File: src/rtl/systolic_result_drain_pkg.sv
// Shared definitions for the systolic result drain.
//   state_t   : CAPTURE collects PE results, DRAIN streams them out.
//   IDX_BITS  : drain index width for the default 4x4 array.
//   idx_width : drain index width for any array side length.
//   row_of / col_of : split a row-major index into row and column.
package systolic_pkg;

  typedef enum logic {
    CAPTURE = 1'b0,
    DRAIN   = 1'b1
  } state_t;

  localparam int DEFAULT_DIMENSION = 4;
  localparam int IDX_BITS = $clog2(DEFAULT_DIMENSION * DEFAULT_DIMENSION);

  function automatic int idx_width(input int dim);
    return $clog2(dim * dim);
  endfunction

  function automatic int row_of(input int idx, input int dim);
    return idx / dim;
  endfunction

  function automatic int col_of(input int idx, input int dim);
    return idx % dim;
  endfunction

endpackage

File: src/rtl/systolic_result_drain_if.sv
// Result stream from the drain block to the downstream consumer.
//   o_data  : result word
//   o_valid : o_data/o_row/o_col/o_last are valid
//   i_ready : consumer accepts the word this cycle
//   o_row, o_col : position of the word in the result matrix
//   o_last  : word is the bottom-right PE
interface systolic_result_drain_if #(
  parameter int O_BITS  = 18,
  parameter int RC_BITS = 2
);
  logic [O_BITS-1:0]  o_data;
  logic               o_valid;
  logic               i_ready;
  logic [RC_BITS-1:0] o_row;
  logic [RC_BITS-1:0] o_col;
  logic               o_last;

  modport master (
    output o_data, o_valid, o_row, o_col, o_last,
    input  i_ready
  );

  modport slave (
    input  o_data, o_valid, o_row, o_col, o_last,
    output i_ready
  );
endinterface

File: src/rtl/systolic_result_drain_counter.sv
// Drain index register for the result stream.
//   i_clock, i_reset : clock and synchronous active-high reset
//   i_clear   : force the index back to 0 (drain start / drain end)
//   i_advance : a word was accepted; step to the next index
//   o_index   : current row-major index
//   o_row, o_col : index split into matrix position
//   o_last    : index is the final word of the matrix
module systolic_drain_counter
  import systolic_pkg::*;
#(
  parameter int DIMENSION = 4,
  localparam int IDX_W = idx_width(DIMENSION),
  localparam int RC_W  = $clog2(DIMENSION)
) (
  input  logic             i_clock,
  input  logic             i_reset,
  input  logic             i_clear,
  input  logic             i_advance,
  output logic [IDX_W-1:0] o_index,
  output logic [RC_W-1:0]  o_row,
  output logic [RC_W-1:0]  o_col,
  output logic             o_last
);

  localparam int LAST_IDX = DIMENSION * DIMENSION - 1;

  logic [IDX_W-1:0] index_q;

  always_ff @(posedge i_clock) begin
    if (i_reset || i_clear) begin
      index_q <= '0;
    end else if (i_advance) begin
      index_q <= index_q + 1'b1;
    end
  end

  assign o_index = index_q;
  assign o_row   = RC_W'(row_of(int'(index_q), DIMENSION));
  assign o_col   = RC_W'(col_of(int'(index_q), DIMENSION));
  assign o_last  = (index_q == IDX_W'(LAST_IDX));

endmodule

File: src/rtl/systolic_result_drain.sv
// Captures each PE result in its finish cycle and, once every PE has
// reported, streams the matrix out in row-major order.
//   i_clock, i_reset : clock and synchronous active-high reset
//   i_c_flat         : PE results, PE(r,c) in slice r*DIMENSION+c
//   i_finish_flat    : one-cycle per-PE finish flags, same mapping
//   drain            : result stream (master side)
//   o_busy           : high while draining
//   o_overrun        : sticky; a finish arrived twice or during drain
module systolic_result_drain
  import systolic_pkg::*;
#(
  parameter int DIMENSION = 4,
  parameter int I_BITS    = 8,
  parameter int O_BITS    = (I_BITS * 2) + $clog2(DIMENSION)
) (
  input  logic                                 i_clock,
  input  logic                                 i_reset,
  input  logic [DIMENSION*DIMENSION*O_BITS-1:0] i_c_flat,
  input  logic [DIMENSION*DIMENSION-1:0]        i_finish_flat,
  systolic_result_drain_if.master              drain,
  output logic                                 o_busy,
  output logic                                 o_overrun
);

  localparam int N     = DIMENSION * DIMENSION;
  localparam int IDX_W = idx_width(DIMENSION);
  localparam int RC_W  = $clog2(DIMENSION);

  state_t            state;
  logic [N-1:0]      mask;
  logic [O_BITS-1:0] bank [N];
  logic              overrun_q;

  logic [N-1:0]      mask_next;
  logic              handshake;
  logic              ctr_clear;
  logic [IDX_W-1:0]  index;
  logic [RC_W-1:0]   row;
  logic [RC_W-1:0]   col;
  logic              last;

  assign mask_next = mask | i_finish_flat;
  assign handshake = (state == DRAIN) && drain.i_ready;
  // Clearing on entry keeps index 0 ready for the first word; clearing on
  // the final handshake stops the increment from wrapping past the end.
  assign ctr_clear = ((state == CAPTURE) && (&mask_next)) || (handshake && last);

  systolic_drain_counter #(
    .DIMENSION (DIMENSION)
  ) u_counter (
    .i_clock   (i_clock),
    .i_reset   (i_reset),
    .i_clear   (ctr_clear),
    .i_advance (handshake),
    .o_index   (index),
    .o_row     (row),
    .o_col     (col),
    .o_last    (last)
  );

  always_ff @(posedge i_clock) begin
    if (i_reset) begin
      state     <= CAPTURE;
      mask      <= '0;
      overrun_q <= 1'b0;
      for (int i = 0; i < N; i++) begin
        bank[i] <= '0;
      end
    end else begin
      case (state)
        CAPTURE: begin
          // First finish wins; a repeat keeps the stored value.
          for (int i = 0; i < N; i++) begin
            if (i_finish_flat[i] && !mask[i]) begin
              bank[i] <= i_c_flat[i*O_BITS +: O_BITS];
            end
          end
          if (|(i_finish_flat & mask)) begin
            overrun_q <= 1'b1;
          end
          mask <= mask_next;
          if (&mask_next) begin
            state <= DRAIN;
          end
        end
        DRAIN: begin
          if (|i_finish_flat) begin
            overrun_q <= 1'b1;
          end
          if (handshake && last) begin
            state <= CAPTURE;
            mask  <= '0;
          end
        end
        default: state <= CAPTURE;
      endcase
    end
  end

  assign o_busy        = (state == DRAIN);
  assign o_overrun     = overrun_q;
  assign drain.o_valid = o_busy;
  assign drain.o_data  = o_busy ? bank[index] : '0;
  assign drain.o_row   = o_busy ? row : '0;
  assign drain.o_col   = o_busy ? col : '0;
  assign drain.o_last  = o_busy && last;

endmodule

File: src/flat_wrapper.sv
// flat-port wrapper written by rule: the top's interface ports become plain ports
module systolic_result_drain_flat import systolic_pkg::*;
#(
  parameter int DIMENSION = 4,
  parameter int I_BITS    = 8,
  parameter int O_BITS    = (I_BITS * 2) + $clog2(DIMENSION)
)
  (i_clock, i_reset, i_c_flat, i_finish_flat, o_busy, o_overrun, drain_o_data, drain_o_valid, drain_o_row, drain_o_col, drain_o_last, drain_i_ready);
  systolic_result_drain_if #(.O_BITS(O_BITS), .RC_BITS(2)) drain_i ();
  input  logic i_clock;
  input  logic i_reset;
  input  logic [DIMENSION*DIMENSION*O_BITS-1:0] i_c_flat;
  input  logic [DIMENSION*DIMENSION-1:0] i_finish_flat;
  output logic o_busy;
  output logic o_overrun;
  output wire logic [$bits(drain_i.o_data)-1:0] drain_o_data;
  output wire logic [$bits(drain_i.o_valid)-1:0] drain_o_valid;
  output wire logic [$bits(drain_i.o_row)-1:0] drain_o_row;
  output wire logic [$bits(drain_i.o_col)-1:0] drain_o_col;
  output wire logic [$bits(drain_i.o_last)-1:0] drain_o_last;
  input wire logic [$bits(drain_i.i_ready)-1:0] drain_i_ready;
  assign drain_o_data = drain_i.o_data;
  assign drain_o_valid = drain_i.o_valid;
  assign drain_o_row = drain_i.o_row;
  assign drain_o_col = drain_i.o_col;
  assign drain_o_last = drain_i.o_last;
  assign drain_i.i_ready = drain_i_ready;
  systolic_result_drain #(.DIMENSION(DIMENSION), .I_BITS(I_BITS), .O_BITS(O_BITS)) u_core (.i_clock(i_clock), .i_reset(i_reset), .i_c_flat(i_c_flat), .i_finish_flat(i_finish_flat), .drain(drain_i), .o_busy(o_busy), .o_overrun(o_overrun));
endmodule
File: config.mk
export PLATFORM = sky130hd
export DESIGN_NAME = systolic_result_drain_flat
export DESIGN_NICKNAME = d
export VERILOG_FILES = /design/src/rtl/systolic_result_drain_pkg.sv /design/src/rtl/systolic_result_drain_if.sv /design/src/rtl/systolic_result_drain_counter.sv /design/src/rtl/systolic_result_drain.sv /design/src/flat_wrapper.sv
export SDC_FILE = /design/constraint.sdc
export NUM_CORES = 1
export LEC_CHECK = 0
export ABC_AREA = 1
export ABC_CLOCK_PERIOD_IN_PS = 5900
export CAP_MARGIN = 20
export CORE_ASPECT_RATIO = 1.75
export CORE_UTILIZATION = 55
export DETAILED_ROUTE_END_ITERATION = 8
export HOLD_SLACK_MARGIN = 0.02
export PLACE_DENSITY = 0.85
export SLEW_MARGIN = 40
export SYNTH_ARGS = -nofsm -noshare
export SYNTH_HDL_FRONTEND = slang
export SYNTH_SLANG_ARGS = --single-unit
File: constraint.sdc
create_clock -name i_clock -period 5.9 [get_ports i_clock]
set_clock_uncertainty 0.15 [all_clocks]
set_input_delay 0.885 -clock i_clock [delete_from_list [all_inputs] [get_ports i_clock]]
set_output_delay 0.885 -clock i_clock [all_outputs]
set_load 0.01 [all_outputs]
==> results of run 1 <==
[final cells by class]
cell class	instances	area (µm²)	area share (%)
Clock buffer	39	803	3.91
Inverter	470	1770	8.63
Timing Repair Buffer	353	3480	16.9
Tap cell	378	473	2.30
Clock inverter	13	223	1.08
Sequential cell	314	9180	44.7
Multi-Input combinational cell	1069	4620	22.5
[cells in the final DEF (no fill, tap or decap), types with 4 or more instances in the layout]
master / instances
sky130_fd_sc_hd__clkbuf_16: 29
sky130_fd_sc_hd__a21oi_1: 31
sky130_fd_sc_hd__buf_4: 21
sky130_fd_sc_hd__o31ai_2: 4
sky130_fd_sc_hd__bufinv_16: 6
sky130_fd_sc_hd__nor2_1: 373
sky130_fd_sc_hd__nand2_1: 422
sky130_fd_sc_hd__inv_1: 464
sky130_fd_sc_hd__edfxtp_1: 288
sky130_fd_sc_hd__nand3_1: 191
sky130_fd_sc_hd__nand4_4: 8
sky130_fd_sc_hd__clkbuf_1: 6
sky130_fd_sc_hd__dfxtp_1: 24
sky130_fd_sc_hd__o21ai_0: 20
sky130_fd_sc_hd__clkdlybuf4s50_1: 331
sky130_fd_sc_hd__clkbuf_8: 4
[state kept, by name (all words and copies together), names as in the netlist, named ones only]
signal	cells
u_core.u_counter.o_index	4
u_core.o_overrun	1
u_core.drain.o_valid	1
u_core.mask	16
u_core.bank	288
[layer usage]
layer | global-route usage, % | part of all wire, % | vias to the layer above
met5 | 0 | 0 | -
met4 | 27.7 | 9.0 | 0
met3 | 5.15 | 7.7 | 228
met2 | 60.1 | 51 | 820
met1 | 36.2 | 32 | 6452
li1 | - | - | 6479
[report_power, final]
part	switching (µW)	internal (µW)	total, µW
Clock	826	1210	2040
Sequential	65.2	2620	2680
Combinational	343	285	628
Total	1230	4120	5350
[worst paths after layout]
check | cells past startpoint | to
setup / recovery | 9 | drain_o_data[6]
hold / removal | 2 | u_core.mask[9]
setup reg to reg | 5 | u_core.bank[4][14]
hold reg to reg | 2 | u_core.mask[9]
[metrics by stage]
stage | hold WS (ns) | setup slack, ns | std cells | instance area [µm²] | utilization, %
floorplan | 0.328 | 2.99 | 1943 | 15900 | -
global placement | 0.347 | 1.80 | 2579 | 19500 | 68.2
detailed placement | 0.364 | 1.80 | 2583 | 19500 | 68.4
CTS | 0.375 | 1.17 | 2635 | 20500 | 72.0
global route | 0.429 | 0.898 | 2636 | 20500 | 72.0
finish | 0.384 | 1.06 | 2636 | 20500 | 72.0
[tightest hold or removal path: stages, from the launching register on]
cell                      delay [ns]
sky130_fd_sc_hd__dfxtp_1        0.33
sky130_fd_sc_hd__inv_1          0.09
sky130_fd_sc_hd__a21oi_1        0.06
[logic make-up after synthesis]
kind of cell	after synthesis	share of synthesized area (%)
flops	314	57.5
compound gates	64	2.22
xor+xnor	3	0.165
fa+ha+maj	1	0.0785
simple gates	1001	26.0
buf+inv	560	14.0
==> metrics.md, run 1 <==
| Metric | Value |
|---|---|
| Number of enable flip-flop cells after synthesis | 288 |
| IO buf count | 332 |
| Global-route usage over all layers | 34.4% |
| Final ANT Viol Nets | 0 |
| Core area | 0.0285 mm² |
| Die area | 0.0297 mm² |
| Period Utilization, post-route | 82.0% |
| Worst min path class | flip-flop to flip-flop |
| Clock slew at the register clock pins of the worst setup and hold paths | 0.07 ns |
| Flops & latches, synth | 314 |
| Worst setup EP type | primary output |
| Worst R2R Setup Slack | 3.25 ns |
| DRC marker count from the first detailed-route iteration | 1368 |
| Number of warnings issued by yosys | 0 |
| Maximum number of pins on one net before global-route repair | 87 |
| Overall via count from detail_route | 14.0k |
| Routed length per instance | 19.0 µm |
| H-tree depth reported by CTS | 1 |
| Total overflow reported by the global router | 0 |
| Power density over cell area | 260 mW/mm² |
| Post-synthesis sequential area ratio | 57.5% |
| Global-route wire length before repair | 73.9 mm |
| Gate family responsible for the most delay along the worst path | buffers and inverters |
| Fill cell count | 2122 |
| Max-slew violation total from the final report | 0 |
| CTS Buf Count | 28 |
| DR DRC count | 0 |
| Critical Path RT | 4.87 ns |
| Cell-by-cell trace of the critical path | buf_4, buf_4, nand2_1, nand2_1, nand2_1, nand3_1, nand3_1, a21oi_1, clkdlybuf4s50_1 |
| Clk_lat worst skew | 0.56 ns |
| Number of failing hold endpoints at the final stage | 0 |
| Via-to-Cell Ratio | 5.30 |
| Result of the run | complete, no violations |
| Synthesized cell area | 0.0159 mm² |
| Hold-fix buffers at CTS | 0 |
| Number of gates resized after CTS | 0 |
| # diodes | 0 |
| Hold wc startpoint | u_core.mask[9] |
| Final WL | 50.2 mm |
| Area added between synthesis and finish | 28.9% |
| Worst slew margin | 41.4% |
| Sum of net half-perimeters after detailed placement | 36.8 mm |
| First drt pass iteration count | 6 |
| Crit path max-delay cell type | sky130_fd_sc_hd__buf_4 |
| Top achievable clock speed | 207 MHz |
| Die boundary height | 227 µm |
| Startpoint of the worst register-to-register path | u_core.drain.o_valid |
| Max VDD drop | 215 µV |
| Peak per-stage delay on the critical path | 0.65 ns |
| Most frequent CP cell | sky130_fd_sc_hd__nand2_1 |
| TritonCTS clock tree | yes |
| Via count of the first global-routing pass | 13.9k |
| Starting density of the core | 55.9% |
| Leading post-synthesis cells by instance count | sky130_fd_sc_hd__inv_1 (465), sky130_fd_sc_hd__nand2_1 (425), sky130_fd_sc_hd__nor2_1 (373), sky130_fd_sc_hd__edfxtp_1 (288), sky130_fd_sc_hd__nand3_1 (191) |
| IO Pins | 333 |
| Worst Path Class, Setup | flip-flop to primary output |
| Number of buffers added for setup after CTS | 0 |
| Fraction of layout cells with a size suffix above 1 | 4.07% |
| Total leakage power | 0.00969 µW |
| Count of different cell masters after synthesis | 25 |
| Number of antenna violations at the first check in global routing | 0 |
| Gate Count Post-Synth | 1943 |
| Buffers plus inverters on the worst setup path | 3 |
| Prevailing post-synth register cell | sky130_fd_sc_hd__edfxtp_1 |
| Overall power after layout | 5350 µW |
| CTS root buffer | sky130_fd_sc_hd__clkbuf_16 |
| RSZ-0062 raised after global routing | no |
| Max Buffers Root-to-Sink | 3 |
| Proportion of synthesized flip-flops having asynchronous set or reset | 0% |
| Critical path fanouts, max | 60 |
| Clk sink count | 314 |
| Average cell area after synthesis | 8.20 µm² |
| Row count | 82 |
| Final worst path period need | 4.84 ns |
| Share of the synthesized area in the top cell type | 54.3% |
| Routability Congestion | 0.948 |
| Top post-synthesis cells by area | sky130_fd_sc_hd__edfxtp_1 (54%), sky130_fd_sc_hd__inv_1 (11%), sky130_fd_sc_hd__nand2_1 (10%) |
| Data arrival time at the worst-slack endpoint | 3.80 ns |
| CP Launch Type | flip-flop |
| Die extent in x | 131 µm |
| Number of nets in the layout | 2544 |
| Number of setup violations in the final report | 0 |
| Most used standard cell by instance count after synthesis | sky130_fd_sc_hd__inv_1 |
| Cell accounting for the most synthesized area | sky130_fd_sc_hd__edfxtp_1 |
| Slew at the pin with the worst max-slew slack | 0.878 ns |
| Max Cap Viol | 0 |
| Syn_nets | 2251 |
| Sum Neg Setup Slack | 0 ns |
Note: power is estimated with default switching activity, not from simulation.
==> run 2, diff against run 1 <==
Settings changed: ABC_CLOCK_PERIOD_IN_PS 5900 to 5100, CORE_UTILIZATION 55 to 52, PLACE_DENSITY 0.85 to 0.81.
Clock period 5.9 ns to 5.1 ns, I/O delays scaled along.
==> metrics.md, run 2 (synthesis gave the netlist of run 1 again) <==
| Metric | Value |
|---|---|
| Die area | 0.0314 mm² (+5.7%) |
| Top achievable clock speed | 244 MHz |
| DRC marker count from the first detailed-route iteration | 1275 (-6.8%) |
| Maximum number of pins on one net before global-route repair | 145 (+67%) |
| Slew at the pin with the worst max-slew slack | 0.867 ns (-0.0109 ns) |
| Clock slew at the register clock pins of the worst setup and hold paths | 0.07 ns (about the same) |
| Startpoint of the worst register-to-register path | u_core.drain.o_valid |
| Worst min path class | flip-flop to flip-flop |
| Result of the run | complete, no violations |
| Row count | 84 (+2.4%) |
| Number of buffers added for setup after CTS | 0 (unchanged) |
| First drt pass iteration count | 5 (-1) |
| Global-route wire length before repair | 75.8 mm (+2.6%) |
| CTS Buf Count | 29 (+3.6%) |
| Final standard cell utilization of the core | 68.3% (-3.7 points) |
| Critical Path RT | 4.18 ns (-0.69 ns) |
| Worst setup EP type | primary output |
| TritonCTS clock tree | yes |
| Final WL | 52.1 mm (+3.7%) |
| Max Buffers Root-to-Sink | 3 (unchanged) |
| Global-route usage over all layers | 33.1% (-1.3 points) |
| Total overflow reported by the global router | 0 (unchanged) |
| Overall via count from detail_route | 13.8k (-1.2%) |
| Largest Register | u_core.bank |
| Max VDD drop | 265 µV (+23%) |
| Number of failing hold endpoints at the final stage | 0 (unchanged) |
| IO buf count | 332 (unchanged) |
| Clk_lat worst skew | 0.57 ns (about the same) |
| Die boundary height | 234 µm (+2.8%) |
| Starting density of the core | 53.0% (-2.9 points) |
| Total leakage power | 0.00967 µW (-0.19%) |
| Period Utilization, post-route | 80.4% |
| Data arrival time at the worst-slack endpoint | 3.19 ns (-0.61 ns) |
| Max-slew violation total from the final report | 0 (unchanged) |
| Area after detailed placement | 0.0195 mm² (+0.12%) |
| Routability Congestion | 0.960 (+1.2%) |
| Area of all placed cells without fillers | 0.0205 mm² (about the same) |
| Area added between synthesis and finish | 28.9% (about the same) |
| Final ANT Viol Nets | 0 (unchanged) |
| Number of nets in the layout | 2542 (-0.079%) |
| Via-to-Cell Ratio | 5.22 (-1.5%) |
| Hold wc startpoint | u_core.mask[8] |
| Clk sink count | 314 (unchanged) |
| Worst slew margin | 42.2% (+0.81 points) |
| Core area | 0.0301 mm² (+5.4%) |
| Number of instances in the placed design | 2589 (+0.23%) |
| Max Cap Viol | 0 (unchanged) |
| CP Launch Type | flip-flop |
| Sum of net half-perimeters after detailed placement | 38.3 mm (+4.2%) |
| IO Pins | 333 (unchanged) |
| Number of antenna violations at the first check in global routing | 2 (+2) |
| Number of gates resized after CTS | 0 (unchanged) |
| Most frequent cells in the layout | sky130_fd_sc_hd__inv_1 (465), sky130_fd_sc_hd__nand2_1 (417), sky130_fd_sc_hd__nor2_1 (373) |
| Max reg flops | 288 (unchanged) |
| Worst Path Class, Setup | flip-flop to primary output |
| Die extent in x | 134 µm (+2.8%) |
| Worst Hold Margin | 0.385 ns (+0.00104 ns) |
| Via count of the first global-routing pass | 13.7k (-1.1%) |
| Final Instance Count excl. Fillers | 2645 (+0.34%) |
| CTS root buffer | sky130_fd_sc_hd__clkbuf_16 |
| Sum Neg Setup Slack | 0 ns (unchanged) |
| RSZ-0062 raised after global routing | no |
| Most frequent standard cell in the layout excluding fill and tap cells | sky130_fd_sc_hd__inv_1 |
| Hold-fix buffers at CTS | 0 (unchanged) |
| Power density over cell area | 297 mW/mm² (+14%) |
| DR DRC count | 0 (unchanged) |
| Number of setup violations in the final report | 0 (unchanged) |
| Critical path fanouts, max | 111 (+85%) |
| Routed length per instance | 19.7 µm (+3.4%) |
| Final worst path period need | 4.10 ns |
| H-tree depth reported by CTS | 1 (unchanged) |
| Fraction of layout cells with a size suffix above 1 | 4.08% (about the same) |
run 2: cell count changes in the layout (fill, tap and decap cells not counted), moves of 2 or more:
| cell | change |
|---|---|
| sky130_fd_sc_hd__clkinvlp_4 | -2 |
| sky130_fd_sc_hd__clkbuf_1 | +2 |
| sky130_fd_sc_hd__buf_6 | +2 |
| sky130_fd_sc_hd__nand2_2 | +5 |
| sky130_fd_sc_hd__diode_2 | +2 |
| sky130_fd_sc_hd__bufinv_16 | -3 |
| sky130_fd_sc_hd__buf_4 | -6 |
| sky130_fd_sc_hd__nand2_1 | -5 |
run 2: critical path: stages, from the launching register on:
cell                              delay (ns)
sky130_fd_sc_hd__dfxtp_4                0.37
sky130_fd_sc_hd__inv_6                  0.57
sky130_fd_sc_hd__buf_4                  0.42
sky130_fd_sc_hd__nand2_1                0.10
sky130_fd_sc_hd__nand3_1                0.08
sky130_fd_sc_hd__nand3_1                0.17
sky130_fd_sc_hd__nand3_1                0.18
sky130_fd_sc_hd__a21oi_1                0.15
sky130_fd_sc_hd__clkdlybuf4s50_1        0.53
run 2: layout make-up:
| type | instances | area, µm² |
|---|---|---|
| Clock buffer | 43 | 850 |
| Antenna cell | 2 | 5.00 |
| Sequential cell | 314 | 9180 |
| Fill cell | 2390 | 9510 |
| Multi-Input combinational cell | 1069 | 4640 |
| Inverter | 470 | 1770 |
| Tap cell | 387 | 484 |
| Clock inverter | 10 | 138 |
| Timing Repair Buffer | 350 | 3480 |
run 2: per-stage QoR:
step                setup WS [ns]  power, µW
finish                       1.00       6100
detailed placement           1.59       3860
floorplan                    2.21       3430
global route                0.902       6260
CTS                         0.990       6080
global placement             1.37       3840
run 2: path summary, 6_finish.rpt:
kind,endpoint,slack [ns],cells after the start
setup / recovery,drain_o_data[11],1.0,8
hold / removal,u_core.mask[8],0.39,2
setup reg to reg,u_core.bank[3][4],2.93,4
hold reg to reg,u_core.mask[8],0.39,2
run 2: power by group:
group          leakage, µW  internal, µW  switching, µW
Clock             0.000484          1310            971
Combinational      0.00588           331            387
Sequential         0.00331          3030           74.7
run 2: per-layer routing:
layer	track usage (%)	vias up	wire length, µm
li1	-	6474	-
met1	34.8	6429	17000
met2	60.3	739	27300
met3	3.69	174	3670
met4	24.5	0	4080
met5	0	-	0
